===== config.mk =====
export PLATFORM = sky130hd
export DESIGN_NAME = rrf_flat
export DESIGN_NICKNAME = d
export VERILOG_FILES = /design/src/rtl/rrf_if.sv /design/src/rtl/rrf.sv /design/src/flat_wrapper.sv
export SDC_FILE = /design/constraint.sdc
export NUM_CORES = 1
export LEC_CHECK = 0
export ABC_AREA = 0
export CORE_MARGIN = 8
export CORE_UTILIZATION = 30
export CTS_CLUSTER_DIAMETER = 200
export DETAILED_ROUTE_END_ITERATION = 12
export HOLD_SLACK_MARGIN = 0.05
export SLEW_MARGIN = 20
export SYNTH_ARGS = -nofsm -noshare
export SYNTH_HDL_FRONTEND = slang
export SYNTH_SLANG_ARGS = --single-unit

===== constraint.sdc =====
create_clock -name clk -period 5.1 [get_ports clk]
set_clock_uncertainty 0.05 [all_clocks]
set_input_delay 1.53 -clock clk [delete_from_list [all_inputs] [get_ports clk]]
set_output_delay 1.53 -clock clk [all_outputs]
set_load 0.01 [all_outputs]

===== src/rtl/rrf_if.sv =====
// Retire-side bundle between the ROB, the free list, the rename table and rrf.
// master drives retire/flush/free_ready; slave (rrf) answers.
interface rrf_if #(
   parameter int DATA_WIDTH = 12,
   parameter int PS_WIDTH   = 6
);
   logic                  commit_valid;
   logic [DATA_WIDTH-1:0] commit_data;
   logic                  commit_stall;
   logic                  flush;
   logic                  free_valid;
   logic [PS_WIDTH-1:0]   free_pd;
   logic                  free_ready;
   logic                  restore_valid;
   logic [4:0]            restore_ar;
   logic [PS_WIDTH-1:0]   restore_pd;
   logic                  busy;

   modport master (
      output commit_valid, commit_data, flush, free_ready,
      input  commit_stall, free_valid, free_pd,
      input  restore_valid, restore_ar, restore_pd, busy
   );

   modport slave (
      input  commit_valid, commit_data, flush, free_ready,
      output commit_stall, free_valid, free_pd,
      output restore_valid, restore_ar, restore_pd, busy
   );
endinterface


===== src/rtl/rrf.sv =====
// Retirement register file: committed arch->phys map, freed-pd FIFO,
// and a one-entry-per-cycle restore stream to rename on a jump commit.
module rrf #(
   parameter int DATA_WIDTH   = 12,
   parameter int PS_WIDTH     = 6,
   parameter int AR_COUNT     = 32,
   parameter int FREE_Q_DEPTH = 4
) (
   input logic  clk,
   input logic  rst,
   rrf_if.slave bus
);
   localparam int PW = $clog2(FREE_Q_DEPTH);
   localparam int CW = PW + 1;

   typedef enum logic {IDLE, RESTORE} state_t;

   state_t              state_q, state_d;
   logic [4:0]          idx_q, idx_d;
   logic [PS_WIDTH-1:0] map_q [AR_COUNT];
   logic [PS_WIDTH-1:0] map_d [AR_COUNT];
   logic [PS_WIDTH-1:0] fifo_q [FREE_Q_DEPTH];
   logic [PS_WIDTH-1:0] fifo_d [FREE_Q_DEPTH];
   logic [PW-1:0]       wr_q, wr_d;
   logic [PW-1:0]       rd_q, rd_d;
   logic [CW-1:0]       cnt_q, cnt_d;

   logic [4:0]          rd;
   logic [PS_WIDTH-1:0] pd;
   logic                stall;
   logic                accept;
   logic                push;
   logic                pop;
   logic                unused_flag;

   assign rd          = bus.commit_data[4:0];
   assign pd          = bus.commit_data[5 +: PS_WIDTH];
   assign unused_flag = ^bus.commit_data[DATA_WIDTH-1:5+PS_WIDTH];

   // Stall only from registered state so the ROB sees a clean signal.
   assign stall  = (cnt_q == CW'(FREE_Q_DEPTH)) || (state_q == RESTORE);
   assign accept = bus.commit_valid && !stall;
   assign push   = accept && (rd != 5'd0);
   assign pop    = (cnt_q != '0) && bus.free_ready;

   assign bus.commit_stall  = stall;
   assign bus.free_valid    = (cnt_q != '0);
   assign bus.free_pd       = (cnt_q != '0) ? fifo_q[rd_q] : '0;
   assign bus.restore_valid = (state_q == RESTORE);
   assign bus.busy          = (state_q == RESTORE);
   assign bus.restore_ar    = (state_q == RESTORE) ? idx_q : 5'd0;
   assign bus.restore_pd    = (state_q == RESTORE) ? map_q[idx_q] : '0;

   // Committed map update; ar 0 is never written since push needs rd!=0.
   always_comb begin
      map_d = map_q;
      if (push) map_d[rd] = pd;
   end

   // Freed-pd FIFO: push the displaced mapping, pop on free handshake.
   always_comb begin
      fifo_d = fifo_q;
      wr_d   = wr_q;
      rd_d   = rd_q;
      cnt_d  = cnt_q;
      if (push) begin
         fifo_d[wr_q] = map_q[rd];
         wr_d         = wr_q + 1'b1;
      end
      if (pop) rd_d = rd_q + 1'b1;
      unique case ({push, pop})
         2'b10:   cnt_d = cnt_q + 1'b1;
         2'b01:   cnt_d = cnt_q - 1'b1;
         default: cnt_d = cnt_q;
      endcase
   end

   // Restore sequencer; a flush always (re)starts the walk at ar 0.
   always_comb begin
      state_d = state_q;
      idx_d   = idx_q;
      unique case (state_q)
         IDLE: begin
            if (bus.flush) begin
               state_d = RESTORE;
               idx_d   = 5'd0;
            end
         end
         RESTORE: begin
            if (bus.flush) begin
               idx_d = 5'd0;
            end else if (idx_q == 5'(AR_COUNT - 1)) begin
               state_d = IDLE;
               idx_d   = 5'd0;
            end else begin
               idx_d = idx_q + 5'd1;
            end
         end
         default: begin
            state_d = IDLE;
            idx_d   = 5'd0;
         end
      endcase
   end

   // State registers with synchronous active-low reset to identity map.
   always_ff @(posedge clk) begin
      if (!rst) begin
         state_q <= IDLE;
         idx_q   <= 5'd0;
         wr_q    <= '0;
         rd_q    <= '0;
         cnt_q   <= '0;
         for (int i = 0; i < AR_COUNT; i++) map_q[i] <= PS_WIDTH'(i);
         for (int i = 0; i < FREE_Q_DEPTH; i++) fifo_q[i] <= '0;
      end else begin
         state_q <= state_d;
         idx_q   <= idx_d;
         wr_q    <= wr_d;
         rd_q    <= rd_d;
         cnt_q   <= cnt_d;
         map_q   <= map_d;
         fifo_q  <= fifo_d;
      end
   end
endmodule

===== src/flat_wrapper.sv =====
// flat-port wrapper written by rule: the top's interface ports become plain ports
module rrf_flat 
#(
   parameter int DATA_WIDTH   = 12,
   parameter int PS_WIDTH     = 6,
   parameter int AR_COUNT     = 32,
   parameter int FREE_Q_DEPTH = 4
)
  (clk, rst, bus_commit_valid, bus_commit_data, bus_flush, bus_free_ready, bus_commit_stall, bus_free_valid, bus_free_pd, bus_restore_valid, bus_restore_ar, bus_restore_pd, bus_busy);
  rrf_if #(.DATA_WIDTH(DATA_WIDTH), .PS_WIDTH(PS_WIDTH)) bus_i ();
  input logic clk;
  input logic rst;
  input wire logic [$bits(bus_i.commit_valid)-1:0] bus_commit_valid;
  input wire logic [$bits(bus_i.commit_data)-1:0] bus_commit_data;
  input wire logic [$bits(bus_i.flush)-1:0] bus_flush;
  input wire logic [$bits(bus_i.free_ready)-1:0] bus_free_ready;
  output wire logic [$bits(bus_i.commit_stall)-1:0] bus_commit_stall;
  output wire logic [$bits(bus_i.free_valid)-1:0] bus_free_valid;
  output wire logic [$bits(bus_i.free_pd)-1:0] bus_free_pd;
  output wire logic [$bits(bus_i.restore_valid)-1:0] bus_restore_valid;
  output wire logic [$bits(bus_i.restore_ar)-1:0] bus_restore_ar;
  output wire logic [$bits(bus_i.restore_pd)-1:0] bus_restore_pd;
  output wire logic [$bits(bus_i.busy)-1:0] bus_busy;
  assign bus_i.commit_valid = bus_commit_valid;
  assign bus_i.commit_data = bus_commit_data;
  assign bus_i.flush = bus_flush;
  assign bus_i.free_ready = bus_free_ready;
  assign bus_commit_stall = bus_i.commit_stall;
  assign bus_free_valid = bus_i.free_valid;
  assign bus_free_pd = bus_i.free_pd;
  assign bus_restore_valid = bus_i.restore_valid;
  assign bus_restore_ar = bus_i.restore_ar;
  assign bus_restore_pd = bus_i.restore_pd;
  assign bus_busy = bus_i.busy;
  rrf #(.DATA_WIDTH(DATA_WIDTH), .PS_WIDTH(PS_WIDTH), .AR_COUNT(AR_COUNT), .FREE_Q_DEPTH(FREE_Q_DEPTH)) u_core (.clk(clk), .rst(rst), .bus(bus_i));
endmodule

======== Yosys cells after proc, flatten, opt, wreduce, memory -nomap -nowiden ========
Cells that the tools add are included.
word-level totals
  register bits ........................... 229
  input bits .............................. 17
  word-level logic and storage cells ...... 99
operators by class
  add/sub/neg operators ................... 5
  order comparisons ....................... 6
  equality and inequality tests ........... 5
  multiplexer cells ....................... 27
  bitwise operators ....................... 5
  reduce and logical (&&, ||, !) cells .... 10
operators by type and width
  kind                 number
  $bwmux 192           1
  $bmux 6 s5           2
  $mux 6               10
  $demux 6 s5          1
  $bwmux 24            1
  $mux 5               4
  $bmux 6 s2           1
  $demux 6 s2          1
  $ge 6x6->1 const B   2
  $not 5->6            2
  $pmux 5 s2           1
  $ge 3x3->1 const B   2
  $lt 6x1->1 const B   1
  $not 2->3            2
  $pmux 3 s2           1
  $add 5x1->5 const B  1
  $eq 5x5->1 const B   1
  $logic_and 1x1->1    5
  $reduce_bool 5->1    1
  $add 2x1->2 const B  2
  $add 3x1->3 const B  1
  $eq 3x3->1 const B   1
  $lt 3x1->1 const B   1
  $mux 1               3
  10 further kinds     10

======== Longest topological paths before layout ========
  word-level depth ........................ 7
  mapped depth ............................ 11

======== Least setup slack after synthesis ========
No wires, ideal clock.
  path kind ............................... input -> register
  from .................................... in bus_commit_data[4]
  to ...................................... reg u_core.cnt_q[2]
  data arrival time ....................... 3.701 ns
  required time ........................... 4.980 ns
  setup slack ............................. 1.278 ns
  stages on the path ...................... 10
  buffers on the path ..................... 1
  path through ............................ or4_1 > clkbuf_1 > o2111a_2 > inv_1 > ha_1 > inv_1 > fa_1 > xor2_1 > or3_1 > a21oi_1
on the way
  longest elaborated chain between the ends .. 4
  elaborated cells on any way between the ends .. 6
ends and longest elaborated chain
  element                                                 line                text
  start, declared                                         flat_wrapper.sv:14  input wire logic [$bits(bus_i.commit_data)-1:0] bus_commit_data;
  $reduce_bool 5->1 (*)                                   rrf.sv:43           assign push = accept && (rd != 5'd0);
  $logic_and 1x1->1 (*)                                   rrf.sv:43
  $eq 2x1->1 / $eq 2x2->1 (equally long branches)         rrf.sv:71           unique case ({push, pop})
  $pmux 3 s2 / $reduce_bool 2->1 (equally long branches)  n/a
  end signal, assigned                                    rrf.sv:121          cnt_q <= cnt_d;
  end, declared                                           rrf.sv:26           logic [CW-1:0] cnt_q, cnt_d;
Every way passes the cells marked *; elsewhere a longest branch is shown, timed or not.
A chain may end at the register's enable or synchronous reset.

======== Worst setup path in the final report ========
  from .................................... reg u_core.idx_q[0]
  to ...................................... out bus_restore_pd[1]
on the way
  longest elaborated chain between the ends .. 5
ends and longest elaborated chain
  element                                    line                text
  start, declared                            rrf.sv:19           logic [4:0] idx_q, idx_d;
  start signal, assigned                     rrf.sv:118          idx_q <= idx_d;
  $not 5->6 (implied by the code)            rrf.sv:52           assign bus.restore_pd = (state_q == RESTORE) ? map_q[idx_q] : '0;
  $bmux 6 s5                                 rrf.sv:52
  $mux 6 (implied by the code) (2 in a row)  rrf.sv:52
  $mux 6                                     rrf.sv:52
  end, declared                              flat_wrapper.sv:22  output wire logic [$bits(bus_i.restore_pd)-1:0] bus_restore_pd;
No other way between the ends. The select of a mux whose other input is x is not followed.

==> impl_summary.log <==
INFO  metric p_per_area = 313 mW/mm2
INFO  metric critical-path-max-stage-delay = 0.64 ns
INFO  metric post_cts_resized = 0
INFO  metric final_weighted_congestion_in_routability_driven_placement = 1.04
INFO  metric irDropWorstVdd = 0.271 mV
INFO  metric drtPass1Iterations = 5
INFO  metric numClockSinks = 229
INFO  metric syn-mean-instance-area = around 9.3 um2
INFO  metric final_common_cell = sky130_fd_sc_hd__mux2i_1
INFO  metric grt_use_met1 = 20.8%
INFO  metric path_class = register to output port
INFO  metric crit_path_setup_slack_layout = 0.223 ns
INFO  metric avgViaCountPerCell = 5.50
INFO  metric finalHoldViolations = 0
INFO  metric finalSetupViolCount = 0
INFO  metric route.final.wire_length = 38.4 mm
INFO  metric hp-class = register to register
INFO  metric synthArstFlopShare = 0%
INFO  metric arrival = 3.30 ns
INFO  metric cts.path.max_buffers = 3
INFO  metric finalWorstPathRequiredPeriod = 4.88 ns
INFO  metric detail_route.iter0.violations = 1,065
INFO  metric placement.setup.worst_slack = 0.626 ns
INFO  metric clock_tree.htree_level_count = 1
INFO  metric cpMaxStageDelayCell = sky130_fd_sc_hd__dfxtp_4
INFO  metric fmax = ~210 MHz
INFO  metric tritoncts.num_buffers = 26
INFO  metric mappedNetlistArea = 0.0122 mm2
INFO  metric status = finished, final reports clean
INFO  metric ys_ff_latch = 229
INFO  metric via_count = 10,100
INFO  metric grt_start_max_net_pins = 88
INFO  metric clkSlewWorstSetupHoldPaths = 0.06 ns
INFO  metric ys_top_cells_by_area = sky130_fd_sc_hd__dfxtp_1 (38%), sky130_fd_sc_hd__mux2i_1 (21%), sky130_fd_sc_hd__mux4_2 (5.9%)
INFO  metric fin_nets = 1,318
INFO  metric global_route.usage.met3 = slightly above 3%
INFO  metric initial_antenna_violation_count = 0
INFO  metric synth-edff-count = 0
INFO  metric number_of_global_route_vias_before_repair = between 9,000 and 10,000
INFO  metric die_height = 218 um
INFO  metric multi_input_comb_area = ~0.007 mm2
INFO  metric remaining_global_route_overflow = 0
INFO  metric globalRouteTotalUtil = 15.7%
INFO  metric slew-limit-headroom = 25.8%
INFO  metric power.leakage = 5.13 nW
INFO  metric register_area = 0.00459 mm2
INFO  metric yosysSeqAreaShare = 37.6%
INFO  metric worst_slew_pin_slew = 1.11 ns
INFO  metric num_io_pins = 38
INFO  metric final_layout_size_suffix_gt1_share = about an eighth
INFO  metric antenna_left = 0
INFO  metric design.die.area = between 0.04 and 0.05 mm2
INFO  metric max_cap_violations = 0
INFO  metric clock_latency = approximately 0.55 ns
INFO  metric ys_dominant_reg_cell = sky130_fd_sc_hd__dfxtp_1
INFO  metric floorplan_row_count = 74
INFO  metric grt_setup_unrepaired = false
INFO  metric layout_worst_path_cycle_share = 95.6%
INFO  metric detail_route.drc_violations = 0
INFO  metric final_util = 34.2%
INFO  metric worstSetupEndpointType = output port
INFO  metric clock-root-buffer = sky130_fd_sc_hd__clkbuf_16
INFO  metric synth.distinct_cells = 52
INFO  metric grt_first_pass_wirelength = 59.0 mm
INFO  metric dominant_cell_type_by_area_after_synthesis = sky130_fd_sc_hd__dfxtp_1
INFO  metric chipWidth = 218 um
INFO  metric fin_setup_tns = 0 ns
INFO  metric cts_tree = done
INFO  metric yosys_warnings = 0
INFO  metric cts_setup_buffers = 0
INFO  metric global_route_met2_utilization = 24.9%
INFO  metric syn_to_final_growth = 13.4%
INFO  metric dp_hpwl = 26.7 mm
INFO  metric crit_path_start_kind = register
INFO  metric worstPathCellList = buf_12, mux4_2, o21ai_0, a21boi_0, o22ai_1, clkdlybuf4s50_1
INFO  metric fill_cells = 4,050
INFO  metric floorplan.core_area = 0.0405 mm2
INFO  metric busiest_layer = met2
INFO  metric num_antenna_cells = 0
INFO  metric slew_violations = 0
INFO  metric required = 3.52 ns
INFO  metric port_buffers = 36
INFO  metric mostFrequentLayoutCells = sky130_fd_sc_hd__mux2i_1 (251), sky130_fd_sc_hd__dfxtp_1 (227), sky130_fd_sc_hd__nand2_1 (140)
INFO  metric netlist_instances = 1,314
INFO  metric syn-num-nets = 1,339
INFO  metric wire_per_inst = 20.8 um
INFO  metric cts_hold_buf = 0
INFO  metric initial_utilization = between 30% and 40%
INFO  metric timing.critical_path.fanout_max = 26
INFO  metric netlist.area_leader.share = 37.6%
## metrics by stage
stage | power, mW | hold WS (ns) | area, um2 | instances
finish | 4.33 | 0.422 | 13800 | 1845
global route | 4.49 | 0.452 | 13800 | 1845
CTS | 4.36 | 0.419 | 13800 | 1845
detailed placement | 2.49 | 0.413 | 13000 | 1797
global placement | 2.48 | 0.402 | 13000 | 1797
floorplan | 2.31 | 0.396 | 12200 | 1314
## flip-flops by register name, indices dropped and copies added, names as in the netlist
register         cells
u_core.wr_q          2
u_core.cnt_q         3
u_core.rd_q          2
u_core.idx_q         5
u_core.bus.busy      1
u_core.map_q       192
u_core.fifo_q       24
## layer usage
metal,part of all wire [%],vias to the layer above
met5,0,-
met4,3.7,0
met3,7.2,83
met2,45,359
met1,44,4982
li1,-,4721
## report_power, final
| part | leakage, nW | total, mW | switching, mW | internal [mW] |
|---|---|---|---|---|
| clock | 0.438 | 1.88 | 0.761 | 1.12 |
| combinational | 2.84 | 0.565 | 0.331 | 0.234 |
| sequential | 1.85 | 1.89 | 0.0525 | 1.83 |
| total | 5.13 | 4.33 | 1.14 | 3.18 |
## cells by family (layout without fill, tap and decap cells)
kind of cell    count (synthesis)  in the layout  synth area share [%]
compound gates                209            209                  10.6
buf+inv                       133            132                  5.04
mux                           283            283                  26.5
flops                         229            229                  37.6
simple gates                  447            447                  19.0
fa+ha+maj                       8              8                 0.882
xor+xnor                        5              5                 0.359
## cells in the mapped netlist (3+ instances only)
master	number
sky130_fd_sc_hd__nor2_1	120
sky130_fd_sc_hd__or4_4	5
sky130_fd_sc_hd__nand4_1	4
sky130_fd_sc_hd__a211oi_1	24
sky130_fd_sc_hd__a22oi_1	8
sky130_fd_sc_hd__xor2_1	3
sky130_fd_sc_hd__or4b_2	3
sky130_fd_sc_hd__and2_1	16
sky130_fd_sc_hd__buf_2	24
sky130_fd_sc_hd__or3_1	4
sky130_fd_sc_hd__o22ai_1	49
sky130_fd_sc_hd__ha_1	7
sky130_fd_sc_hd__nand3_2	4
sky130_fd_sc_hd__mux4_2	32
sky130_fd_sc_hd__a221oi_1	20
sky130_fd_sc_hd__dfxtp_1	229
sky130_fd_sc_hd__nor3_4	3
sky130_fd_sc_hd__buf_1	4
sky130_fd_sc_hd__nand4b_1	3
sky130_fd_sc_hd__buf_4	9
sky130_fd_sc_hd__nor3_2	3
sky130_fd_sc_hd__nand3_1	93
sky130_fd_sc_hd__and2_4	3
sky130_fd_sc_hd__nor4_4	8
sky130_fd_sc_hd__o21ai_0	49
sky130_fd_sc_hd__nand2_1	140
sky130_fd_sc_hd__mux2i_1	251
sky130_fd_sc_hd__and3_1	5
sky130_fd_sc_hd__a21oi_1	49
sky130_fd_sc_hd__nand4bb_1	6
sky130_fd_sc_hd__buf_6	7
sky130_fd_sc_hd__and4_1	3
sky130_fd_sc_hd__inv_1	13
sky130_fd_sc_hd__or2_2	7
sky130_fd_sc_hd__nor2b_1	7
sky130_fd_sc_hd__clkbuf_1	76
## worst max-delay path: cells and delay by family, from the launching register on
family                 cells  cell delay (ns)
buffers and inverters      2             0.81
AO/OA/AOI/OAI              3             0.74
flip-flops                 1             0.64
multiplexers               1             0.52
## worst paths after layout
| kind | start | end | slack [ns] | cells after the start |
|---|---|---|---|---|
| worst max register to register | u_core.bus.busy$_SDFF_PN0_ | u_core.cnt_q[2]$_SDFFE_PN0P_ | 2.12 | 9 |
| worst min-delay path | u_core.map_q[150]$_SDFFE_PN0P_ | u_core.map_q[150]$_SDFFE_PN0P_ | 0.42 | 2 |
| worst min register to register | u_core.map_q[150]$_SDFFE_PN0P_ | u_core.map_q[150]$_SDFFE_PN0P_ | 0.42 | 2 |
| worst max-delay path | u_core.idx_q[0]$_SDFFE_PN0P_ | bus_restore_pd[1] | 0.22 | 6 |
## final cells by class
type,instances,area share (%)
timing repair buffer,71,4.77
clock inverter,9,0.588
tap,532,4.81
clock buffer,39,5.70
multi-input combinational,952,50.6
inverter,13,0.371
sequential,229,33.2
Note: power is estimated with default switching activity, not from simulation.
